$ cat config.mk
export PLATFORM = sky130hd
export DESIGN_NAME = cmd_dispatcher
export DESIGN_NICKNAME = d
export VERILOG_FILES = /design/src/rtl/tb_cmd_pkg.sv /design/src/rtl/cmd_dispatcher_edge_detector.sv /design/src/rtl/cmd_dispatcher.sv
export SDC_FILE = /design/constraint.sdc
export NUM_CORES = 1
export LEC_CHECK = 0
export ABC_AREA = 1
export CORE_ASPECT_RATIO = 0.6
export CORE_UTILIZATION = 30
export CTS_CLUSTER_SIZE = 28
export DETAILED_ROUTE_END_ITERATION = 8
export GPL_ROUTABILITY_DRIVEN = 1
export PLACE_DENSITY = 0.62
export SLEW_MARGIN = 20
export SYNTH_ARGS = -nofsm -noshare
export SYNTH_HDL_FRONTEND = slang
export SYNTH_SLANG_ARGS = --single-unit
$ cat constraint.sdc
create_clock -name clk -period 2.85 [get_ports clk]
set_clock_uncertainty 0.1 [all_clocks]
set_input_delay 0.57 -clock clk [delete_from_list [all_inputs] [get_ports clk]]
set_output_delay 0.57 -clock clk [all_outputs]
set_load 0.01 [all_outputs]
$ cat src/rtl/tb_cmd_pkg.sv
// Shared types for the command dispatcher: opcodes, completion status codes,
// FSM states and the channel-count ceiling.
package tb_cmd_pkg;

    localparam int NB_CH_MAX = 16;

    typedef enum logic [2:0] {
        OP_NOP = 3'd0,
        OP_SET = 3'd1,
        OP_WTR = 3'd2,
        OP_WTF = 3'd3,
        OP_CHK = 3'd4,
        OP_WTS = 3'd5
    } opcode_e;

    typedef enum logic [1:0] {
        ST_OK       = 2'd0,
        ST_TIMEOUT  = 2'd1,
        ST_MISMATCH = 2'd2,
        ST_BADCMD   = 2'd3
    } status_e;

    typedef enum logic [1:0] {
        S_IDLE = 2'd0,
        S_EXEC = 2'd1,
        S_WAIT = 2'd2,
        S_DONE = 2'd3
    } state_e;

    function automatic logic opcode_known(input logic [2:0] op);
        return op <= 3'(OP_WTS);
    endfunction

endpackage

$ cat src/rtl/cmd_dispatcher_edge_detector.sv
// Per-bit rise/fall detector against a registered copy of the input, which
// is refreshed every cycle regardless of what the dispatcher is doing.
module edge_detector #(
    parameter int WIDTH = 4
) (
    input  logic             clk,
    input  logic             rst,
    input  logic [WIDTH-1:0] sig_i,
    output logic [WIDTH-1:0] rise_o,
    output logic [WIDTH-1:0] fall_o
);

    logic [WIDTH-1:0] prev_q;

    always_ff @(posedge clk) begin
        if (rst) begin
            prev_q <= '0;
        end else begin
            prev_q <= sig_i;
        end
    end

    assign rise_o = sig_i & ~prev_q;
    assign fall_o = ~sig_i & prev_q;

endmodule

$ cat src/rtl/cmd_dispatcher.sv
// Single-outstanding command engine: set strobes, masked checks, edge waits
// with timeout and fixed-length delays, each ending in one o_done pulse.
//
// state  | meaning
// IDLE   | ready for a command; fields latched on accept
// EXEC   | one cycle: set strobe / compare / decode; bad commands resolve here
// WAIT   | WTR/WTF edge wait with optional timeout, or WTS delay
// DONE   | o_done pulse with o_status; always returns to IDLE
module cmd_dispatcher
    import tb_cmd_pkg::*;
#(
    parameter int NB_CH  = 4,
    parameter int DATA_W = 32,
    parameter int TO_W   = 16
) (
    input  logic                    clk,
    input  logic                    rst,
    input  logic                    i_cmd_valid,
    output logic                    o_cmd_ready,
    input  logic [2:0]              i_opcode,
    input  logic [3:0]              i_ch,
    input  logic [DATA_W-1:0]       i_data,
    input  logic [DATA_W-1:0]       i_mask,
    input  logic [TO_W-1:0]         i_timeout,
    output logic [NB_CH-1:0]        o_set_en,
    output logic [DATA_W-1:0]       o_set_data,
    input  logic [NB_CH-1:0]        i_wait_sig,
    input  logic [NB_CH*DATA_W-1:0] i_chk_data,
    output logic                    o_done,
    output logic [1:0]              o_status
);

    localparam logic [4:0]      NB_CH_L = 5'((NB_CH > NB_CH_MAX) ? NB_CH_MAX : NB_CH);
    localparam logic [TO_W-1:0] CNT_ONE = TO_W'(1);

    state_e            state_q, state_d;
    opcode_e           op_q;
    logic [3:0]        ch_q;
    logic [DATA_W-1:0] data_q, mask_q;
    logic [TO_W-1:0]   timeout_q;
    logic              bad_q;
    logic [TO_W-1:0]   cnt_q, cnt_d;
    status_e           status_q, status_d;

    logic              accept;
    logic              bad_d;
    logic [NB_CH-1:0]  rise, fall;
    logic              ch_rise, ch_fall;
    logic [DATA_W-1:0] ch_obs;
    logic [NB_CH-1:0]  ch_onehot;
    logic              edge_hit;
    logic [TO_W-1:0]   wts_last;
    logic              set_active;

    edge_detector #(
        .WIDTH (NB_CH)
    ) u_edge (
        .clk    (clk),
        .rst    (rst),
        .sig_i  (i_wait_sig),
        .rise_o (rise),
        .fall_o (fall)
    );

    assign accept = i_cmd_valid & o_cmd_ready;
    assign bad_d  = !opcode_known(i_opcode) || ({1'b0, i_ch} >= NB_CH_L);

    // Channel select by loop so an out-of-range ch_q never indexes past the buses.
    always_comb begin
        ch_rise   = 1'b0;
        ch_fall   = 1'b0;
        ch_obs    = '0;
        ch_onehot = '0;
        for (int k = 0; k < NB_CH; k++) begin
            if (ch_q == 4'(k)) begin
                ch_rise      = rise[k];
                ch_fall      = fall[k];
                ch_obs       = i_chk_data[k*DATA_W +: DATA_W];
                ch_onehot[k] = 1'b1;
            end
        end
    end

    assign edge_hit = (op_q == OP_WTR) ? ch_rise : ch_fall;
    assign wts_last = (timeout_q == '0) ? '0 : (timeout_q - CNT_ONE);

    always_ff @(posedge clk) begin
        if (rst) begin
            state_q   <= S_IDLE;
            op_q      <= OP_NOP;
            ch_q      <= '0;
            data_q    <= '0;
            mask_q    <= '0;
            timeout_q <= '0;
            bad_q     <= 1'b0;
            cnt_q     <= '0;
            status_q  <= ST_OK;
        end else begin
            state_q  <= state_d;
            cnt_q    <= cnt_d;
            status_q <= status_d;
            if (accept) begin
                op_q      <= opcode_e'(i_opcode);
                ch_q      <= i_ch;
                data_q    <= i_data;
                mask_q    <= i_mask;
                timeout_q <= i_timeout;
                bad_q     <= bad_d;
            end
        end
    end

    always_comb begin
        state_d  = state_q;
        cnt_d    = cnt_q;
        status_d = status_q;
        case (state_q)
            S_IDLE: begin
                if (accept) begin
                    state_d = S_EXEC;
                end
            end
            S_EXEC: begin
                if (bad_q) begin
                    state_d  = S_DONE;
                    status_d = ST_BADCMD;
                end else begin
                    case (op_q)
                        OP_NOP, OP_SET: begin
                            state_d  = S_DONE;
                            status_d = ST_OK;
                        end
                        OP_CHK: begin
                            state_d  = S_DONE;
                            status_d = ((ch_obs & mask_q) == (data_q & mask_q)) ? ST_OK : ST_MISMATCH;
                        end
                        OP_WTR, OP_WTF, OP_WTS: begin
                            state_d = S_WAIT;
                            cnt_d   = '0;
                        end
                        default: begin
                            state_d  = S_DONE;
                            status_d = ST_BADCMD;
                        end
                    endcase
                end
            end
            S_WAIT: begin
                if (op_q == OP_WTS) begin
                    if (cnt_q >= wts_last) begin
                        state_d  = S_DONE;
                        status_d = ST_OK;
                    end else begin
                        cnt_d = cnt_q + CNT_ONE;
                    end
                end else if (edge_hit) begin
                    // An edge on the last allowed cycle still wins over the timeout.
                    state_d  = S_DONE;
                    status_d = ST_OK;
                end else if ((timeout_q != '0) && (cnt_q == timeout_q - CNT_ONE)) begin
                    state_d  = S_DONE;
                    status_d = ST_TIMEOUT;
                end else if (cnt_q != '1) begin
                    cnt_d = cnt_q + CNT_ONE;
                end
            end
            S_DONE: begin
                state_d = S_IDLE;
            end
            default: begin
                state_d = S_IDLE;
            end
        endcase
    end

    always_comb begin
        set_active  = (state_q == S_EXEC) && (op_q == OP_SET) && !bad_q;
        o_cmd_ready = (state_q == S_IDLE) && !rst;
        o_set_en    = set_active ? ch_onehot : '0;
        o_set_data  = set_active ? data_q : '0;
        o_done      = (state_q == S_DONE);
        o_status    = status_q;
    end

endmodule
==> summary.txt <==
Worst setup path
  – Critical Path RT: 2990 ps
  – Critical path arrival: 3130 ps
  – Top cell family by delay on the critical path: simple AND/OR/NAND/NOR gates
  – Most used cell, CP: nand2_1
  – Crit-path max FO: 11
  – Type of origin of the critical path: register
  – Critical path class: reg2reg
  – Crit path buf inv count: 2
  – CP max-delay cell: dfxtp_4
  – Max incr delay on CP: 370 ps
  – Worst-path cell chain: nor2_4, nand2_4, nor2_8, buf_6, nand2_1, nand2_1, nand3_1, ha_1, a21oi_2, o21ai_1, nand4_1, nand4_1, a31oi_4, nand3_4, buf_12, nand2_1, a21oi_1
  – Crit end category: register

Logic synthesis
  – Top cell type's share of synthesized area: 0.297
  – Cells after Synth: 1200
  – #FFs+latches synth: 112
  – Post-synth ARST share: 0
  – EDFF count, synth: 0
  – Syn Area/Cell: 6.28 sq um
  – Sequential share of the synthesized area: 0.297
  – Synth cell types: 48
  – Number of synthesis warnings: 0
  – Synthesized area: 7540 sq um
  – Most used flip-flop cell after synthesis: dfxtp_1
  – Synth area leaders: dfxtp_1 (30%), nand2_1 (16%), nand3_1 (9.0%)
  – Synth Net Count: 1445
  – Post-synth top area cell: dfxtp_1

Clock network
  – CTS tree: built
  – H-tree levels: 3
  – Clk buf depth: 2
  – Worst-path clk slew: 70 ps
  – CTS root buf: clkbuf_16
  – Clk Latency, worst-skew pair: 370 ps
  – Clock buffer count from CTS: 9
  – CTS Sinks: 112

Power and ir drop
  – Leak: 5.25 nW
  – Worst vdd ir: 0.000315 V
  – PwrDens: 623 nW/um^2
  – Power, Total: 7.27 mW

Floorplanning
  – Io pins: 262
  – Die Area: 25800 sq um
  – Core box area: 24400 sq um
  – Chip height: 125 um
  – Die width: 207 um
  – Rows: 44
  – Initial Util: 0.309

Outcome
  – Failing checks: DRC, setup timing
  – Status: finished with violations

STA
  – Final setup violating endpoints: 19
  – Rel. slew slack: 0.659
  – Tcrit/Tclk final: 1.05
  – Fmax achieved: 0.335 GHz
  – Final Hold Vio Count: 0
  – RSZ-0062 raised after global routing: yes
  – Hold WS: 358 ps
  – Slew Viols, Final: 0
  – Actual slew at the worst max-slew pin: 510 ps
  – Minimum clock period: 2990 ps
  – Min setup slack post-route: -136 ps

Drt
  – Routed Antenna Nets: 0
  – Final WL: 30.0 mm
  – DR vias/cell: 4.93
  – Wire length per cell: 16.3 um
  – 1st-pass router iterations: 7
  – DR iter-0 viols: 717
  – Vias: 9052
  – Post-route DRC: 10

Place
  – Port bufs: 261
  – Hpwl dp: 23.1 mm
  – DP Area: 11100 sq um
  – Dpl cells: 1809
  – Placer Congestion: 0.944

Global route
  – Initial antenna violation count: 1
  – Vias in the first global route: 8559
  – Remaining Overflow, GRT: 0
  – Largest net degree at the start of global routing: 79
  – GRT Util Overall: 0.232
  – First-pass GRT wire length: 46.4 mm

Layout
  – Fraction of layout cells with a size suffix above 1: 0.154
  – Most frequent cells in the layout: nand2_1 (302), clkdlybuf4s50_1 (225), nand3_1 (132)
  – Layout Nets: 1754
  – Most common cell after layout, fill and taps aside: nand2_1
  – Layout Cells excl Fill: 1837
  – Area Overhead vs Synth: 54.9%
  – Final core utilization: 0.478
  – Final instance area: 11700 sq um

Flow run
  – Max Cap Viol: 0

Hold path
  – HP Class: reg2reg
## metrics by stage
stage / setup WS (ps) / TNS, ps
3_5_place_dp: -226 / -3570
5_1_grt: -274 / -4760
2_1_floorplan: -36.4 / -278
4_1_cts: -73.3 / -965
3_3_place_gp: -202 / -2760
6_report: -136 / -1870
## area by class of cell
class                   count  area, sq um
multi-input cells         934         4890
repair buffers            351         3450
diodes                      1         2.50
flip-flops and latches    112         2260
well taps                 322          403
inverters                 101          387
clock buffers              12          256
fillers                  2524        12800
clock inverters             4         28.8
## registers in the layout (all words and copies together) (netlist names)
signal / count
data_q: 32
mask_q: 32
cnt_q: 16
timeout_q: 16
ch_q: 4
u_edge.prev_q: 4
op_q: 3
o_status: 2
state_q: 2
bad_q: 1
## synth_stat cells (2+ instances only)
cell type	count
a211oi_1	2
a21oi_1	91
a21oi_2	10
buf_1	4
buf_2	7
buf_4	2
clkbuf_1	38
clkinv_1	4
dfxtp_1	112
ha_1	23
inv_1	92
inv_2	5
nand2_1	312
nand2_2	16
nand2_4	3
nand3_1	136
nand3b_1	7
nand4_1	40
nor2_1	113
nor2_2	7
nor2_4	3
nor3_1	10
nor3b_1	2
nor4_1	2
o21ai_0	82
o21ai_1	3
o21ai_2	3
o22ai_1	8
or2_1	3
or2_2	30
xor2_1	13
## what timing repair did
item,in CTS,in global routing
hold buffers,0,0
gates cloned,1,0
resized for setup,53,34
hold endpoints to repair,0,0
setup buffers,10,0
pin swaps,22,11
setup endpoints to repair,51,41
## per-layer routing
| layer | global-route usage | vias to the layer above | share of wire |
|---|---|---|---|
| met2 | 0.345 | 335 | 0.41 |
| met3 | 0.0591 | 33 | 0.087 |
| li1 | - | 4587 | - |
| met1 | 0.333 | 4097 | 0.48 |
| met4 | 0.0515 | 0 | 0.019 |
| met5 | 0 | - | 0 |
## kinds of logic (layout without fill, tap and decap cells)
kind of cell	after synthesis	after routing	synth area share
fa+ha+maj	23	23	0.0382
simple gates	689	689	0.416
other cells	0	1	0
buf+inv	154	468	0.0816
flops	112	112	0.297
xor+xnor	14	14	0.0163
compound gates	208	208	0.150
## where the power goes
group / switching [mW] / leakage (nW) / total, mW / internal (mW)
logic: 2.27 / 4.19 / 3.99 / 1.71
clock network: 0.620 / 0.135 / 1.26 / 0.643
registers: 0.186 / 0.922 / 2.02 / 1.83
total: 3.08 / 5.25 / 7.27 / 4.19
## final timing paths
kind | startpoint | to | slack, ps | cells after the start
worst min-delay path | mask_q[25] | mask_q[25] | 360 | 2
worst max-delay path | timeout_q[5] | cnt_q[3] | -140 | 17
worst min register to register | mask_q[25] | mask_q[25] | 360 | 2
worst max register to register | timeout_q[5] | cnt_q[3] | -140 | 17
## worst min-delay path: stages, from the launching register on
cell	delay, ps
dfxtp_1	300
inv_1	60
a21oi_1	60
(Power assumes the default switching activity.)
